<file path="src/rtl/game_sequencer.sv">
`default_nettype none
// ============================================================================
// game_sequencer : per-frame IDLE/PLAY/OVER controller for player and obstacle
// Revision: 1.0
// ============================================================================
module game_sequencer #(
  parameter int         SCREEN_W      = 640,
  parameter int         SCREEN_H      = 480,
  parameter int         BOX_WIDTH     = 30,
  parameter int         BOX_HEIGHT    = 30,
  parameter int         BOX_Y_START   = 315,
  parameter int         PLAYER_X_INIT = 305,
  parameter int         PLAYER_STEP   = 4,
  parameter int         OBS_W         = 40,
  parameter int         OBS_H         = 20,
  parameter int         OBS_SPEED     = 3,
  parameter logic [9:0] LFSR_SEED     = 10'h1A5
) (
  input  logic        clk,
  input  logic        rst,
  input  logic        frame_tick,
  input  logic        btn_left,
  input  logic        btn_right,
  input  logic        btn_start,
  output logic [9:0]  player_x,
  output logic [9:0]  obstacle_x,
  output logic [9:0]  obstacle_y,
  output logic [9:0]  obstacle_width,
  output logic [9:0]  obstacle_height,
  output logic [15:0] score,
  output logic        game_over,
  output logic [1:0]  state
);

  typedef enum logic [1:0] {
    S_IDLE = 2'd0,
    S_PLAY = 2'd1,
    S_OVER = 2'd2
  } state_t;

  localparam logic [10:0] C_SPAWN_LIM  = 11'(SCREEN_W - OBS_W);
  localparam logic [10:0] C_PLAYER_MAX = 11'(SCREEN_W - BOX_WIDTH);
  localparam logic [10:0] C_STEP       = 11'(PLAYER_STEP);
  localparam logic [10:0] C_BOX_W      = 11'(BOX_WIDTH);
  localparam logic [10:0] C_BOX_Y      = 11'(BOX_Y_START);
  localparam logic [10:0] C_BOX_Y_END  = 11'(BOX_Y_START + BOX_HEIGHT);
  localparam logic [10:0] C_OBS_W      = 11'(OBS_W);
  localparam logic [10:0] C_OBS_H      = 11'(OBS_H);
  localparam logic [10:0] C_OBS_SPEED  = 11'(OBS_SPEED);
  localparam logic [10:0] C_SCREEN_H   = 11'(SCREEN_H);
  localparam logic [9:0]  C_PLAYER_INIT = 10'(PLAYER_X_INIT);

  state_t      r_state;
  logic [9:0]  r_lfsr;
  logic        r_start_prev;

  logic        w_start_edge;
  logic [10:0] w_lfsr_ext;
  logic [9:0]  w_spawn_x;
  logic [10:0] w_px;
  logic [10:0] w_ox;
  logic [10:0] w_oy;
  logic        w_hit;
  logic [9:0]  w_player_next;
  logic [10:0] w_y_next;

  assign state        = r_state;
  assign w_start_edge = btn_start & ~r_start_prev;

  // Folding the top of the LFSR range back keeps the obstacle fully on screen.
  assign w_lfsr_ext = {1'b0, r_lfsr};
  assign w_spawn_x  = (w_lfsr_ext > C_SPAWN_LIM) ? 10'(w_lfsr_ext - C_SPAWN_LIM) : r_lfsr;

  assign w_px     = {1'b0, player_x};
  assign w_ox     = {1'b0, obstacle_x};
  assign w_oy     = {1'b0, obstacle_y};
  assign w_y_next = w_oy + C_OBS_SPEED;

  assign w_hit = (w_px < w_ox + C_OBS_W) && (w_ox < w_px + C_BOX_W) &&
                 (C_BOX_Y < w_oy + C_OBS_H) && (w_oy < C_BOX_Y_END);

  always_comb begin
    w_player_next = player_x;
    if (btn_left && !btn_right) begin
      w_player_next = (w_px < C_STEP) ? 10'd0 : 10'(w_px - C_STEP);
    end else if (btn_right && !btn_left) begin
      w_player_next = (w_px + C_STEP > C_PLAYER_MAX) ? 10'(C_PLAYER_MAX) : 10'(w_px + C_STEP);
    end
  end

  always_ff @(posedge clk or negedge rst) begin
    if (!rst) begin
      r_state         <= S_IDLE;
      r_lfsr          <= LFSR_SEED;
      r_start_prev    <= 1'b0;
      player_x        <= C_PLAYER_INIT;
      obstacle_x      <= 10'd0;
      obstacle_y      <= 10'd0;
      obstacle_width  <= 10'd0;
      obstacle_height <= 10'd0;
      score           <= 16'd0;
      game_over       <= 1'b0;
    end else begin
      r_lfsr       <= {r_lfsr[8:0], r_lfsr[9] ^ r_lfsr[6]};
      r_start_prev <= btn_start;
      case (r_state)
        S_IDLE: begin
          if (w_start_edge) begin
            r_state         <= S_PLAY;
            player_x        <= C_PLAYER_INIT;
            obstacle_x      <= w_spawn_x;
            obstacle_y      <= 10'd0;
            obstacle_width  <= 10'(OBS_W);
            obstacle_height <= 10'(OBS_H);
            score           <= 16'd0;
          end
        end
        S_PLAY: begin
          if (frame_tick) begin
            if (w_hit) begin
              r_state   <= S_OVER;
              game_over <= 1'b1;
            end else begin
              player_x <= w_player_next;
              if (w_y_next >= C_SCREEN_H) begin
                obstacle_y <= 10'd0;
                obstacle_x <= w_spawn_x;
                score      <= (score == 16'hFFFF) ? score : score + 16'd1;
              end else begin
                obstacle_y <= 10'(w_y_next);
              end
            end
          end
        end
        S_OVER: begin
          if (w_start_edge) begin
            r_state         <= S_IDLE;
            game_over       <= 1'b0;
            obstacle_width  <= 10'd0;
            obstacle_height <= 10'd0;
            player_x        <= C_PLAYER_INIT;
          end
        end
        default: r_state <= S_IDLE;
      endcase
    end
  end

endmodule
`default_nettype wire

</file>
<file path="config.mk">
export PLATFORM = sky130hd
export DESIGN_NAME = game_sequencer
export DESIGN_NICKNAME = d
export VERILOG_FILES = /design/src/rtl/game_sequencer.sv
export SDC_FILE = /design/constraint.sdc
export NUM_CORES = 1
export LEC_CHECK = 0
export BUFFER_PORTS_ARGS = -buffer_cell sky130_fd_sc_hd__buf_2
export CAP_MARGIN = 20
export CORE_AREA = 2 2 111 113
export DETAILED_ROUTE_END_ITERATION = 10
export DIE_AREA = 0 0 113 115
export PLACE_DENSITY = 0.58
export SYNTH_ARGS = -nofsm -noshare
export SYNTH_HDL_FRONTEND = slang
export SYNTH_SLANG_ARGS = --single-unit
</file>
<file path="constraint.sdc">
create_clock -name clk -period 8.5 [get_ports clk]
set_input_delay 1.275 -clock clk [delete_from_list [all_inputs] [get_ports clk]]
set_output_delay 1.275 -clock clk [all_outputs]
set_load 0.05 [all_outputs]
</file>
== After elaboration in Yosys (flattened, before gate mapping) ==
Cells that the tools add are included.
Word-level totals
  register bits after elaboration: 80
  input port bits: 6
  logic and storage cells: 99
Cells by class
  add/subtract/negate cells: 8
  $lt $le $gt $ge: 8
  eq/ne operators: 12
  muxes and demuxes: 38
  bitwise gates (word level): 3
  reduce and logical (&&, ||, !) cells: 20
Operators by type and width (number)
  2-to-1 mux 10 bit: 18
  case mux 10 bit (2 select lines): 5
  2-to-1 mux 16 bit: 5
  case mux 16 bit (2 select lines): 1
  adder 10 x 5 -> 11 bit (second input constant): 2
  < comparator 10 x 11 -> 1 bit: 2
  adder 16 x 1 -> 16 bit (second input constant): 1
  equality test 16 bit (second input constant): 1
  != test 2 bit (second input constant): 7
  AND reduction 4 bit: 3
  adder 10 x 2 -> 11 bit (second input constant): 1
  adder 10 x 3 -> 11 bit (second input constant): 1
  adder 10 x 6 -> 11 bit (second input constant): 1
  greater-or-equal comparator 11 x 9 -> 1 bit (second input constant): 1
  > comparator 11 x 10 -> 1 bit (second input constant): 1
  < comparator 9 x 11 -> 1 bit (first input constant): 1
  > comparator 10 bit (second input constant): 1
  < comparator 10 x 3 -> 1 bit (second input constant): 1
  < comparator 10 x 9 -> 1 bit (second input constant): 1
  AND reduction 5 bit: 2
  subtractor 10 bit (second input constant): 1
  subtractor 10 x 3 -> 10 bit (second input constant): 1
  2-to-1 mux 2 bit: 4
  nonzero test 2 bit: 4
  other kinds (16): 23

== Longest topological paths before layout ==
  word-level depth: 8
  depth in mapped cells: 17

== Worst setup path after synthesis ==
No wires, ideal clock.
  path type: reg-to-reg
  start point: reg player_x[2]
  end point: reg player_x[9]
  data arrival time: 3626 ps
  required time: 8375 ps
  setup slack: 4749 ps
  cell stages (with the launch flop): 17
  path buffers: 1
  path through: dfrtp_1 -> clkbuf_1 -> inv_1 -> ha_1 -> nand2_1 -> nand2_1 -> o21ai_0 -> nor2_1 -> xnor2_1 -> ha_1 -> and4_1 -> nand4_1 -> o21ai_0 -> o22ai_1 -> and3_1 -> o21ai_1 -> mux2_2
Between the ends
  cells in the longest elaborated chain, start to end: 8
RTL lines
  from (decl): RTL line 25  | output logic [9:0] player_x,
  from (signal assigned): RTL line 124  | player_x <= w_player_next;
  adder 10 x 3 -> 11 bit: RTL line 87  | w_player_next = (w_px + C_STEP > C_PLAYER_MAX) ? 10'(C_PLAYER_MAX) : 10'(w_px + C_STEP);
  > comparator 11 x 10 -> 1 bit: RTL line 87
  2-to-1 mux 10 bit: RTL line 87
  2-to-1 mux 10 bit: RTL line 86  | end else if (btn_right && !btn_left) begin
  2-to-1 mux 10 bit: RTL line 84  | if (btn_left && !btn_right) begin
  2-to-1 mux 10 bit: RTL line 120  | if (w_hit) begin
  2-to-1 mux 10 bit: RTL line 119  | if (frame_tick) begin
  case mux 10 bit (2 select lines): RTL line 106  | case (r_state)
Several ways; a longest one is shown, not always the timed one. The select of a mux whose other input is x is not followed.
A chain may end at the register's enable or synchronous reset.

== Worst setup path in the final report ==
  start point: reg player_x[3]
  end point: reg player_x[9]
Same word-level chain as after synthesis.

==> flow_results.org <==
** Pwr
- Power dissipated by switching net loads :: roughly 1.1 mW
- IR analysis of the VDD net gives a maximum drop of 166 µV.
- Logic gate share of total power :: 56.0%
- Switching share of power :: 52.7%
- The analysis attributes to cell leakage a power of around 2.3 nW.
- The share of total power dissipated in the clock network is between 15 and 20%.
- Share of total power in sequential cells :: 26.7%
- PD cells :: 409 nW/µm²
- Total power :: 2.04 mW
- Cell internal power was estimated by the tool at 0.963 mW.

** Timing
- Headroom to the max-slew limit came out at a little under half.
- RSZ-0062 raised after global routing :: no
- Subtracting the final worst setup slack from the clock period gives between 3 and 4 ns.
- Number of setup violations in the final report :: 0
- At the pin with the least slew margin, the transition time is 0.791 ns.
- The final hold violation count is 0.
- The final critical path takes up about 45% of the cycle.
- The final max-slew violation count is 0.
- For this run, the top clock speed supported by timing is 261 MHz.
- For the final database, setup skew stands at around 0.0063 ns.
- Adding up every negative setup slack in the final design gives 0 ns.

** Clock network
- The H-tree was split into 3 levels.
- In this run the post-CTS setup repair buffer count came out at 0.
- Clock insertion delay at the later pin of the skew report :: 0.33 ns
- TritonCTS built the clock tree.
- No sink is reached through more buffers than the 2 on the longest clock path.
- # clock sinks :: 61
- Hold-fix buffer count after cts :: 0
- After clock tree synthesis, the clock-pin slew on the worst setup and hold paths is 0.05 ns.
- Cts repair resizes :: 0
- Number of CTS-inserted buffers :: 9
- Clock tree root driver cell :: sky130_fd_sc_hd__clkbuf_16

** Worst setup path
- Critical path data required time :: 8.72 ns
- Critical Path Sink Type :: register
- The critical path is of the reg -> reg type.
- For the worst setup path, the data arrival time is 4.05 ns.
- STA classifies the critical path startpoint as a register.
- In this run the worst path has a maximum fanout of 18.

** Routing
- Overall via count from detail_route :: 3885
- After the first detailed-routing iteration, the DRC count stood at 166.
- DRC viols :: 4
- Detail-routed net length per standard cell :: ~16 µm
- The first TritonRoute pass finished after 10 iterations.
- The count of nets left with antenna violations once routing finished came out at 0.
- Summed over all layers, the routed wires come to 11200 µm.
- Number of vias per cell :: 5.57

** Floorplanning
- The floorplan has 40 rows.
- I/O pin total :: 75
- Measured along the y axis, the die boundary spans 115 µm.
- The total area inside the core boundary comes to between 10000 and 15000 µm².
- The initial utilization of the core area, before any placement, comes to 37.4%.
- The die covers 13000 µm².
- From left edge to right edge, the die measures 113 µm.

** Run status
- Failing checks :: design-rule violations
- The flow ran to the end, but the final reports show violations.

** Global route
- Wire length of the first global-routing pass :: 18500 µm
- Largest net degree at the start of global routing :: 62
- After global routing the overflow that remains totals 0.
- The via count of the first global-routing pass is 3757.
- Global routing used between 10% and 20% of the available tracks across all layers.
- The initial antenna violation count is 0.

** Logic synthesis
- Number of synthesized flops with an enable pin :: 0
- Mean cell area of the mapped netlist :: 8.72 µm²
- The Yosys step of the flow raised 0 warnings.
- Cell area after technology mapping :: 4410 µm²
- Leading register cell type out of synthesis :: sky130_fd_sc_hd__dfrtp_1
- Synthesized flop and latch total :: 61
- Counting flops with an async set or reset pin after synthesis yields a share of 100%.
- The netlist uses 71 different library cells.
- Summing the sequential cell areas from Yosys gives 34.8% of the chip area.
- The cell count after synthesis came out at 506.

** Layout
- The post-route netlist has a little under a fifth of its cells at a drive strength greater than 1.
- The filler cells instantiated in the layout total 1181.
- Net count of the finished layout :: 583
- The number of antenna diodes in the final layout is 0.
- Area overhead of the layout relative to synthesis :: 12.6%

** Placed design
- The congestion estimate from routability-driven global placement came to just under 0.9.
- HPWL after DPL :: roughly 7800 µm
- Port bufs :: 58

** Job
- Max-cap violations in this run came to 0.

** Min path
- In this run the worst hold path is classified as reg -> reg.
-- registers in the layout, summed over array words and instances, names as in the netlist --
register and count:
score 16, obstacle_x 10, obstacle_y 10, player_x 10
r_lfsr 10, state 2, game_over 1, obstacle_height 1
r_start_prev 1
-- critical path, cell delays in order (launching register included) --
cell and delay (ns):
sky130_fd_sc_hd__dfrtp_1 0.69, sky130_fd_sc_hd__inv_1 0.17, sky130_fd_sc_hd__ha_1 0.22, sky130_fd_sc_hd__nand2_1 0.05, sky130_fd_sc_hd__nand2_1 0.08, sky130_fd_sc_hd__o21ai_0 0.35, sky130_fd_sc_hd__nor2_1 0.12, sky130_fd_sc_hd__xnor2_1 0.14
sky130_fd_sc_hd__ha_1 0.28, sky130_fd_sc_hd__and4_1 0.22, sky130_fd_sc_hd__nand4_1 0.10, sky130_fd_sc_hd__o21ai_0 0.16, sky130_fd_sc_hd__o22ai_1 0.14, sky130_fd_sc_hd__and3_1 0.26, sky130_fd_sc_hd__o21ai_1 0.35, sky130_fd_sc_hd__mux2_2 0.38
-- kinds of logic (layout without fill, tap and decap cells) --
logic type / count (synthesis) / after routing / synth area share [%]
AOI/OAI and AO/OA: 142 / 142 / 21.8
other: 1 / 16 / 0.0850
muxes: 8 / 8 / 1.87
adders and majority gates: 31 / 31 / 8.79
buffers and inverters: 67 / 97 / 7.99
xor gates and xnor gates: 19 / 19 / 3.77
and+or+nand+nor: 177 / 177 / 20.9
DFF: 61 / 61 / 34.8
-- through the flow --
| stage | setup WS [ns] | util, % | hold slack, ns | instance area [µm²] | instances |
|---|---|---|---|---|---|
| 2_1_floorplan | 4.75 | - | 0.368 | 4470 | 521 |
| 3_3_place_gp | 4.66 | 39.6 | 0.388 | 4680 | 681 |
| 3_5_place_dp | 4.42 | 39.6 | 0.393 | 4680 | 681 |
| 4_1_cts | 4.39 | 42.0 | 0.405 | 4960 | 697 |
| 5_1_grt | 4.23 | 42.1 | 0.413 | 4970 | 698 |
| 6_report | 4.66 | 42.1 | 0.404 | 4970 | 698 |
-- cell usage after synthesis, drive strengths merged, types with 9 or more instances --
master	number	area share, %
a21oi	26	3.5
and3	18	2.6
buf	31	4.9
clkbuf	15	1.3
dfrtp	52	29
dfstp	9	5.4
ha	31	8.8
inv	21	1.8
nand2	38	3.3
nand2b	12	1.7
nand3	18	2.2
nand4	11	1.6
nor2	40	3.4
o21ai	54	6.3
xnor2	10	2.0
xor2	9	1.8
-- layout make-up --
class	instances	area (µm²)	area share (%)
well taps	147	184	3.70
clock buffers	11	253	5.08
multi-input cells	393	2580	51.9
clock inverters	5	33.8	0.679
repair buffers	60	305	6.14
inverters	21	78.8	1.59
flip-flops and latches	61	1540	30.9
-- worst paths after layout --
kind | from | endpoint | slack, ns | depth (start not counted)
worst max-delay path | player_x[3] | player_x[9] | 4.66 | 15
max in group asynchronous | rst | obstacle_y[2] | 6.87 | 2
worst min-delay path | r_lfsr[7] | r_lfsr[8] | 0.40 | 0
worst min register to register | r_lfsr[7] | r_lfsr[8] | 0.40 | 0
min in group asynchronous | rst | r_lfsr[1] | 1.12 | 2
worst max register to register | player_x[3] | player_x[9] | 4.66 | 15
-- per-layer routing --
layer / vias to the layer above / global-route usage [%] / share of wire [%]
met2: 114 / 28.0 / 48
met4: 0 / 8.78 / 2.4
met3: 23 / 3.11 / 5.5
li1: 1886 / - / -
met5: - / 0 / 0
met1: 1862 / 23.4 / 44
-- power by group through the flow --
| stage | logic (mW) | clock network, mW | registers, mW |
|---|---|---|---|
| floorplan | 0.713 | 0 | 0.709 |
| global placement | 1.11 | 0 | 0.546 |
| finish | 1.14 | 0.353 | 0.543 |
| global route | 1.26 | 0.371 | 0.565 |
| detailed placement | 1.12 | 0 | 0.551 |
| CTS | 1.14 | 0.360 | 0.545 |
-- placed cells by master (no fill, tap or decap), types with 3 or more instances in the layout --
master                      synthesis  layout
sky130_fd_sc_hd__buf_2              9      58
sky130_fd_sc_hd__dfrtp_1           52      52
sky130_fd_sc_hd__nor2_1            40      40
sky130_fd_sc_hd__nand2_1           37      37
sky130_fd_sc_hd__o21ai_0           35      35
sky130_fd_sc_hd__ha_1              31      31
sky130_fd_sc_hd__a21oi_1           23      23
sky130_fd_sc_hd__inv_1             20      20
sky130_fd_sc_hd__and3_1            18      18
sky130_fd_sc_hd__nand3_1           17      17
sky130_fd_sc_hd__o21ai_1           17      17
sky130_fd_sc_hd__conb_1             1      16
sky130_fd_sc_hd__nand2b_1          12      12
sky130_fd_sc_hd__nand4_1           11      11
sky130_fd_sc_hd__xnor2_1           10      10
sky130_fd_sc_hd__xor2_1             9       9
sky130_fd_sc_hd__clkbuf_16          0       9
sky130_fd_sc_hd__dfstp_2            9       9
sky130_fd_sc_hd__nor2b_1            8       8
sky130_fd_sc_hd__nor3_1             8       8
sky130_fd_sc_hd__a31oi_1            6       6
sky130_fd_sc_hd__nand3b_1           6       6
sky130_fd_sc_hd__mux2i_1            6       6
sky130_fd_sc_hd__o31ai_1            5       5
sky130_fd_sc_hd__a32o_1             5       5
sky130_fd_sc_hd__a21o_1             4       4
sky130_fd_sc_hd__o211ai_1           4       4
sky130_fd_sc_hd__o22ai_1            4       4
sky130_fd_sc_hd__o2111ai_1          3       3
sky130_fd_sc_hd__nor3b_1            3       3
sky130_fd_sc_hd__a32oi_1            3       3
Power figures use the tool's default switching activity.
